[config.mk]
export PLATFORM = sky130hd
export DESIGN_NAME = led_rgb_pwm_driver_flat
export DESIGN_NICKNAME = d
export VERILOG_FILES = /design/src/rtl/led_rgb_pwm_if.sv /design/src/rtl/led_rgb_pwm_driver.sv /design/src/flat_wrapper.sv
export SDC_FILE = /design/constraint.sdc
export NUM_CORES = 1
export LEC_CHECK = 0
export ABC_AREA = 1
export ABC_CLOCK_PERIOD_IN_PS = 3800
export CAP_MARGIN = 20
export CORE_MARGIN = 2
export CORE_UTILIZATION = 50
export CTS_CLUSTER_DIAMETER = 50
export DETAILED_ROUTE_END_ITERATION = 10
export GPL_TIMING_DRIVEN = 0
export MAX_ROUTING_LAYER = met4
export PLACE_DENSITY = 0.8
export SLEW_MARGIN = 20
export SYNTH_ARGS = -nofsm -noshare
export SYNTH_HDL_FRONTEND = slang
export SYNTH_SLANG_ARGS = --single-unit
[constraint.sdc]
create_clock -name clk -period 3.8 [get_ports clk]
set_clock_uncertainty 0.05 [all_clocks]
set_input_delay 0.76 -clock clk [delete_from_list [all_inputs] [get_ports clk]]
set_output_delay 0.76 -clock clk [all_outputs]
set_load 0.1 [all_outputs]
[src/rtl/led_rgb_pwm_if.sv]
// Control and pin bundle for led_rgb_pwm_driver: level codes and brightness in,
// grouped LED pins and the period marker out.
interface led_rgb_pwm_if #(
  parameter int unsigned NUM_CH = 3,
  parameter int unsigned LED_W  = 4,
  parameter int unsigned CNT_W  = 8
);
  logic                      en;
  logic [2*NUM_CH-1:0]       level;
  logic [CNT_W-1:0]          bright;
  logic [LED_W*NUM_CH-1:0]   led_out;
  logic                      period_start;

  modport master (
    output en,
    output level,
    output bright,
    input  led_out,
    input  period_start
  );

  modport slave (
    input  en,
    input  level,
    input  bright,
    output led_out,
    output period_start
  );
endinterface

[src/rtl/led_rgb_pwm_driver.sv]
// Multi-channel LED PWM driver: shared period counter, per-channel thresholds latched
// at period boundaries. Define LED_PWM_FADE_EN for one-LSB-per-period fading.
module led_rgb_pwm_driver #(
  parameter int unsigned NUM_CH = 3,
  parameter int unsigned LED_W  = 4,
  parameter int unsigned CNT_W  = 8
) (
  input logic          clk,
  input logic          rst,
  led_rgb_pwm_if.slave bus
);

  localparam logic [CNT_W-1:0] CntMax = {CNT_W{1'b1}};
  localparam logic [CNT_W-1:0] Three  = CNT_W'(3);

  logic [CNT_W-1:0]              cnt_q, cnt_d;
  logic [NUM_CH-1:0][CNT_W-1:0]  thr_q, thr_d;
  logic [NUM_CH-1:0][CNT_W-1:0]  target;
  logic [LED_W*NUM_CH-1:0]       led_q, led_d;
  logic                          ps_q, ps_d;
  logic                          boundary;

  assign boundary = bus.en && (cnt_q == CntMax);

  always_comb begin
    target = '0;
    for (int c = 0; c < NUM_CH; c++) begin
      unique case (bus.level[2*c +: 2])
        2'b00:   target[c] = '0;
        2'b01:   target[c] = bus.bright / Three;
        2'b10:   target[c] = bus.bright >> 1;
        2'b11:   target[c] = bus.bright;
        default: target[c] = '0;
      endcase
    end
  end

  always_comb begin
    cnt_d = bus.en ? cnt_q + 1'b1 : '0;
    ps_d  = boundary;
    thr_d = thr_q;
    led_d = '0;
    for (int c = 0; c < NUM_CH; c++) begin
      if (!bus.en) begin
`ifndef LED_PWM_FADE_EN
        thr_d[c] = target[c];
`endif
      end else if (boundary) begin
`ifdef LED_PWM_FADE_EN
        if (thr_q[c] < target[c]) begin
          thr_d[c] = thr_q[c] + 1'b1;
        end else if (thr_q[c] > target[c]) begin
          thr_d[c] = thr_q[c] - 1'b1;
        end
`else
        thr_d[c] = target[c];
`endif
      end
      // Compare uses the pre-edge count, so pins trail the counter by one cycle.
      if (bus.en && (cnt_q < thr_q[c])) begin
        led_d[LED_W*c +: LED_W] = {LED_W{1'b1}};
      end
    end
  end

  always_ff @(posedge clk or posedge rst) begin
    if (rst) begin
      cnt_q <= '0;
      thr_q <= '0;
      led_q <= '0;
      ps_q  <= 1'b0;
    end else begin
      cnt_q <= cnt_d;
      thr_q <= thr_d;
      led_q <= led_d;
      ps_q  <= ps_d;
    end
  end

  assign bus.led_out      = led_q;
  assign bus.period_start = ps_q;

endmodule

[src/flat_wrapper.sv]
// flat-port wrapper written by rule: the top's interface ports become plain ports
module led_rgb_pwm_driver_flat 
#(
  parameter int unsigned NUM_CH = 3,
  parameter int unsigned LED_W  = 4,
  parameter int unsigned CNT_W  = 8
)
  (clk, rst, bus_en, bus_level, bus_bright, bus_led_out, bus_period_start);
  led_rgb_pwm_if #(.NUM_CH(NUM_CH), .LED_W(LED_W), .CNT_W(CNT_W)) bus_i ();
  input logic clk;
  input logic rst;
  input wire logic [$bits(bus_i.en)-1:0] bus_en;
  input wire logic [$bits(bus_i.level)-1:0] bus_level;
  input wire logic [$bits(bus_i.bright)-1:0] bus_bright;
  output wire logic [$bits(bus_i.led_out)-1:0] bus_led_out;
  output wire logic [$bits(bus_i.period_start)-1:0] bus_period_start;
  assign bus_i.en = bus_en;
  assign bus_i.level = bus_level;
  assign bus_i.bright = bus_bright;
  assign bus_led_out = bus_i.led_out;
  assign bus_period_start = bus_i.period_start;
  led_rgb_pwm_driver #(.NUM_CH(NUM_CH), .LED_W(LED_W), .CNT_W(CNT_W)) u_core (.clk(clk), .rst(rst), .bus(bus_i));
endmodule
==> results of run 1 <==
-- registers in the layout, summed over array words and instances, names as in the netlist --
| name | cells |
|---|---|
| u_core.thr_q | 24 |
| u_core.cnt_q | 8 |
| u_core.bus.led_out | 3 |
| u_core.bus.period_start | 1 |
-- cells by family after synthesis --
group / share of synthesized area (%)
and+or+nand+nor: 22.9
AOI/OAI and AO/OA: 19.5
buffers and inverters: 11.6
DFF: 34.9
adders and majority gates: 11.1
-- tightest hold or removal path: stages, from the launching register on --
cell and delay (ns):
dfrtp_1 0.34, nand2_1 0.06, nand2_1 0.05
-- metrics by stage --
step	instances	total power [mW]	setup slack [ns]	hold slack, ns
2_1_floorplan	350	0.745	1.20	0.393
3_3_place_gp	448	0.835	0.499	0.416
3_5_place_dp	448	0.847	0.376	0.412
4_1_cts	455	1.14	0.676	0.431
5_1_grt	455	1.20	0.449	0.464
6_report	455	1.14	0.667	0.433
-- metal layers --
| metal | GRT usage, % | share of wire [%] | wire (µm) | up-vias |
|---|---|---|---|---|
| li1 | - | - | - | 1229 |
| met2 | 40.2 | 49 | 2840 | 71 |
| met1 | 27.6 | 44 | 2560 | 1100 |
| met3 | 4.23 | 4.5 | 259 | 14 |
| met4 | 11.1 | 2.7 | 159 | 0 |
| met5 | - | 0 | 0 | - |
-- layout make-up --
| cell class | instances | share of cell area, % |
|---|---|---|
| Buffer | 15 | 3.20 |
| Timing Repair Buffer | 28 | 9.20 |
| Multi-Input combinational cell | 245 | 45.4 |
| Inverter | 54 | 6.65 |
| Tap cell | 70 | 2.87 |
| Sequential cell | 36 | 29.6 |
| Clock buffer | 7 | 3.16 |
-- worst paths after layout --
kind	endpoint	slack, ns	cells after the start
setup / recovery	u_core.thr_q[8]	0.67	20
hold / removal	u_core.thr_q[8]	0.43	2
setup reg to reg	u_core.thr_q[15]	1.55	12
hold reg to reg	u_core.thr_q[8]	0.43	2
max in group asynchronous	u_core.thr_q[8]	2.37	2
min in group asynchronous	u_core.cnt_q[1]	0.86	2
-- cell usage in the layout (no fill, tap or decap), types with 5 or more instances in the layout --
cell type / Yosys / layout
nand2_1: 88 / 88
dfrtp_1: 36 / 36
inv_1: 51 / 50
buf_4: 11 / 11
clkdlybuf4s50_1: 0 / 28
nor2_1: 13 / 13
a21oi_1: 25 / 25
o21ai_0: 28 / 28
o22ai_1: 12 / 12
o211ai_1: 5 / 5
nand3_1: 22 / 22
clkbuf_8: 0 / 7
ha_1: 23 / 23
nand3_2: 5 / 5
-- power groups by stage --
stage	clock network (mW)	registers, mW	logic [mW]
final	0.295	0.439	0.402
after global routing	0.315	0.443	0.447
after CTS	0.297	0.439	0.404
after detailed placement	0	0.446	0.401
after global placement	0	0.445	0.390
after floorplan	0	0.468	0.277
==> results by group, run 1 <==
STA
  – # setup viols final: 0
  – Final TNS setup: 0 ns
  – Unrepaired setup endpoints after global routing: false
  – Slew Limit Fails: 0
  – Max Clock Freq: 0.319 GHz
  – Fin crit share: ~82%
  – Fin. Hold Viols: 0
  – Worst Tran Pin Value: 0.973 ns
  – Relative slew margins: about a third
  – Final min period: roughly 3.1 ns

Drt
  – WL per Instance: 12.8 µm
  – Drt first-iter violations: 73
  – Vias per inst: ~5.3
  – Routed WL: 5820 µm
  – Via Count: 2414
  – Pre-Repair DR Iteration Count: 4
  – Final antenna-violating net count: 0
  – DRC Markers: 0

Critical path
  – CP Capture Type: register
  – CP Launch Type: primary input
  – Crit path max-delay family: simple AND/OR/NAND/NOR gates
  – Top cell by count, worst path: nand2_1
  – CP required: ~4 ns
  – Largest stage delay, worst path: 0.54 ns
  – WS Path Type: in2reg
  – Worst Path Arrival: 3.26 ns
  – Worst setup startpoint: bus_bright[6]
  – Critical-path top delay cell: clkdlybuf4s50_1
  – R2r startpoint: u_core.cnt_q[1]
  – Worst-path fanout max: 8
  – CP Cell Sequence: clkdlybuf4s50_1, inv_2, nand3_1, nand2_2, inv_2, o21ai_2, nand2_1, nand3_1, nand2_2, o21bai_2, nand2_1, inv_1, ha_1, o21bai_1, nand2_1, nand3_2, nand2_1, nand2_1, nand2_1, nand2_1
  – Worst Path Buf+Inv: 4

Synth
  – Cell accounting for the most synthesized area: dfrtp_1
  – Most frequent cell after synthesis: nand2_1
  – Post-synth top area share: 34.9%
  – #FFs+latches synth: 36
  – Cells after Synth: 350
  – Synth cell count leaders: nand2_1 (88), inv_1 (51), dfrtp_1 (36), o21ai_0 (28), a21oi_1 (25)
  – Post-synth EDFFs: 0
  – Mapped Nets: 390
  – Synth area leaders: dfrtp_1 (35%), nand2_1 (13%), ha_1 (11%)
  – Distinct cells, synth: 26
  – Part of the Yosys area used for sequential elements: 34.9%
  – Async SR Flop Fraction: 100%
  – Ys flop type: dfrtp_1
  – Syn. warnings: 0
  – Synthesized area per cell: 7.38 µm²
  – Mapped cell area: 2580 µm²

Finish
  – Util after Layout: roughly three fifths
  – Register Area: ~900 µm²
  – Area growth, synth to finish: 18.0%
  – Share of cells above drive strength 1: 9.61%
  – Final #Nets: 425
  – # diodes: 0
  – Design area: 3050 µm²
  – Fill count: 486
  – Multi-input logic area: 1380 µm²

Power
  – Comb pwr share: approximately 35%
  – PD cells: 373 nW/µm²
  – Net Sw Frac: 37.5%
  – P_int: 710 µW
  – Clk network pwr share: 26.0%
  – P_leak: 1.52 nW
  – Sequential share of power: 38.6%
  – Psw: approximately 430 µW
  – Max VDD drop: between 0.15 and 0.2 mV

CTS
  – Post-CTS Setup Inserts: 0
  – Htree depth: 2
  – CTS tree: yes
  – Clk slew on worst S/H paths: about 0.060 ns
  – Root buffer cell: clkbuf_8
  – CTS Buffer Depth: 2
  – Total CTS buffers: 5
  – Clk_lat worst skew: about 0.29 ns
  – Number of buffers inserted by hold repair at cts: 0
  – Post-CTS sizing: 0
  – Clock sinks: 36

Floorplan
  – Die Wd: 75.9 µm
  – Initial cell density of the core: 51.2%
  – Row count: 26
  – Core Box Area: a little over 5000 µm²
  – Full die area: approximately 5800 µm²
  – # IOs: 30
  – Die Y: 75.9 µm

Global route
  – Antenna violations before repair: 0
  – GR Overflow Total: 0
  – First-pass GRT wire length: just over 10000 µm
  – Largest net degree at the start of global routing: 37
  – Vias in the first global route: 2395
  – Total GRT Usage: 23.9%

Place
  – HPWL Detailed: 4630 µm
  – Port Buffer Count: 28
  – GPL Wtd Cong: a little over 0.9
  – Dpl cell area: 2950 µm²

Run
  – Max_cap viols: 0

Run status
  – Status: finished clean

Worst hold path
  – Min-delay src: u_core.thr_q[8]
  – Worst hold path type: reg2reg
Power figures use the tool's default switching activity.
==> run 2, diff against run 1 <==
--- a/config.mk
+++ b/config.mk
@@ -6,7 +6,7 @@
 export NUM_CORES = 1
 export LEC_CHECK = 0
 export ABC_AREA = 1
-export ABC_CLOCK_PERIOD_IN_PS = 3800
+export ABC_CLOCK_PERIOD_IN_PS = 2900
 export CAP_MARGIN = 20
 export CORE_MARGIN = 2
 export CORE_UTILIZATION = 50
==> constraint.sdc (replaced) <==
create_clock -name clk -period 2.9 [get_ports clk]
set_clock_uncertainty 0.05 [all_clocks]
set_input_delay 0.58 -clock clk [delete_from_list [all_inputs] [get_ports clk]]
set_output_delay 0.58 -clock clk [all_outputs]
set_load 0.1 [all_outputs]
==> run 2 against run 1 <==
Compared with the run above: register-to-register slack worse by 0.91 ns; sequential power up 31%; sequential cell count unchanged; non-clock buffer count up 3; via count up 0.99%; hold slack worse by 0.0026 ns; combinational power up 34%; clock power up 31%; routed wire length up 1.6%; core utilization up 1.2 points; die area unchanged; critical path depth down 3; critical endpoint unchanged; largest power group unchanged; highest routed layer unchanged.
==> results by group, run 2 (synthesis gave the netlist of run 1 again) <==
Run status
  – Status: finished clean

Critical path
  – Largest stage delay, worst path: 0.57 ns
  – Top cell by count, worst path: nand2_1
  – CP Cell Sequence: clkdlybuf4s50_1, inv_2, o21ai_4, nand2_2, nand3_1, nand2_2, o21bai_2, nand2_1, inv_1, ha_1, o21bai_1, nand2_1, nand3_2, nand2_1, nand2_1, nand2_1, nand2_1
  – CP Launch Type: primary input
  – CP Capture Type: register
  – Worst Path Arrival: 2.82 ns
  – WS Path Type: in2reg
  – Crit path max-delay family: buffers and inverters
  – Worst-path fanout max: 8
  – CP required: 3.03 ns
  – Critical-path top delay cell: clkdlybuf4s50_1
  – Worst Path Buf+Inv: 3

CTS
  – Htree depth: 2
  – Clk slew on worst S/H paths: 0.06 ns
  – CTS tree: yes
  – Root buffer cell: clkbuf_8
  – Clk_lat worst skew: just under 0.3 ns
  – Clock sinks: 36
  – Number of buffers inserted by hold repair at cts: 0
  – CTS Buffer Depth: 2
  – Total CTS buffers: 5

Global route
  – Total GRT Usage: 24.0%
  – GR Overflow Total: 0
  – Antenna violations before repair: 0
  – Largest net degree at the start of global routing: 37
  – First-pass GRT wire length: ~10000 µm
  – Vias in the first global route: 2408

Floorplan
  – Row count: 26
  – Die Y: 75.9 µm
  – Core Box Area: 5040 µm²
  – # IOs: 30
  – Die Wd: 75.9 µm
  – Full die area: 5760 µm²
  – Initial cell density of the core: 51.2%

Power
  – Sequential share of power: 38.4%
  – Max VDD drop: about 0.2 mV
  – P_leak: 1.56 nW
  – Comb pwr share: around 36%
  – Clk network pwr share: between 20% and 30%
  – Psw: 562 µW
  – P_int: 935 µW
  – Net Sw Frac: 37.6%
  – PD cells: ~480 nW/µm²

Finish
  – Commonest non-fill, non-tap cell in the layout: nand2_1
  – Fill count: 480
  – Max FFs per register: 24
  – Final #Nets: roughly 430
  – Util after Layout: around three fifths
  – Area growth, synth to finish: 20.3%
  – # diodes: 0
  – Share of cells above drive strength 1: 11.6%
  – Most flops, register: u_core.thr_q
  – Commonest non-fill, non-tap cells in the layout: nand2_1 (87), inv_1 (48), dfrtp_1 (36)

STA
  – Setup ws final: roughly 0.21 ns
  – Slew Limit Fails: 0
  – Fin. Hold Viols: 0
  – Relative slew margins: 34.9%
  – Unrepaired setup endpoints after global routing: false
  – # setup viols final: 0
  – Fin crit share: 92.7%
  – Worst Tran Pin Value: 0.973 ns
  – Final min period: between 2 and 3 ns
  – Max Clock Freq: between 0.3 and 0.4 GHz

Drt
  – Via Count: 2438
  – Pre-Repair DR Iteration Count: 4
  – Drt first-iter violations: 98
  – Final antenna-violating net count: 0
  – DRC Markers: 0
  – Vias per inst: 5.32
  – Routed WL: roughly 6000 µm
  – WL per Instance: 12.9 µm

Run
  – Max_cap viols: 0

Place
  – HPWL Detailed: 4630 µm
  – Port Buffer Count: 28
  – GPL Wtd Cong: 0.922
  – DP Worst Slack: -0.344 ns

Worst hold path
  – Worst hold path type: reg2reg
-- run 2: what timing repair did --
| action | CTS | global route |
|---|---|---|
| endpoints found under the hold margin | 0 | 0 |
| buffers inserted | 2 | 1 |
| gates resized for setup | 0 | 11 |
| pin swaps | 0 | 1 |
| endpoints found under the setup margin | 3 | 6 |
-- run 2: power groups by stage --
| stage | registers, mW | clock network, mW | logic, mW |
|---|---|---|---|
| global placement | 0.583 | 0 | 0.511 |
| floorplan | 0.614 | 0 | 0.363 |
| detailed placement | 0.585 | 0 | 0.526 |
| CTS | 0.575 | 0.389 | 0.531 |
| global route | 0.580 | 0.412 | 0.596 |
| finish | 0.575 | 0.385 | 0.537 |
-- run 2: area by class of cell --
type,instances,area (µm²),share of cell area [%]
clock buffer,7,96.3,3.10
inverter,54,203,6.52
multi-input combinational,245,1410,45.3
sequential,36,901,29.0
timing repair buffer,31,310,9.98
buffer,15,101,3.26
tap,70,87.6,2.82
-- run 2: through the flow --
| stage | TNS (ns) | cell area, µm² | instances | total power, mW | hold slack [ns] |
|---|---|---|---|---|---|
| 2_1_floorplan | 0 | 2580 | 350 | 0.976 | 0.393 |
| 3_3_place_gp | -0.808 | 2950 | 448 | 1.09 | 0.416 |
| 3_5_place_dp | -1.60 | 2950 | 448 | 1.11 | 0.412 |
| 4_1_cts | 0 | 3060 | 457 | 1.50 | 0.431 |
| 5_1_grt | 0 | 3110 | 458 | 1.59 | 0.464 |
| 6_report | 0 | 3110 | 458 | 1.50 | 0.430 |
-- run 2: layer usage --
| layer | track usage (%) | vias to the layer above | share of wire [%] |
|---|---|---|---|
| li1 | - | 1236 | - |
| met1 | 27.5 | 1112 | 43 |
| met2 | 40.4 | 71 | 49 |
| met3 | 4.23 | 19 | 3.9 |
| met4 | 11.1 | 0 | 3.2 |
| met5 | - | - | 0 |
-- run 2: worst paths after layout --
| path | startpoint | to | slack, ns | cells after the start |
|---|---|---|---|---|
| max | bus_bright[4] | u_core.thr_q[8] | 0.21 | 17 |
| min | u_core.thr_q[8] | u_core.thr_q[8] | 0.43 | 2 |
| max reg2reg | u_core.cnt_q[1] | u_core.thr_q[15] | 0.64 | 12 |
| min reg2reg | u_core.thr_q[8] | u_core.thr_q[8] | 0.43 | 2 |
| max in group asynchronous | rst | u_core.thr_q[8] | 1.65 | 2 |
| min in group asynchronous | rst | u_core.cnt_q[1] | 0.68 | 2 |
-- run 2: worst min-delay path, delay by kind of cell, from the launching register on --
family / cells / cell delay [ns]
AND/OR/NAND/NOR: 2 / 0.11
flip-flops: 1 / 0.34
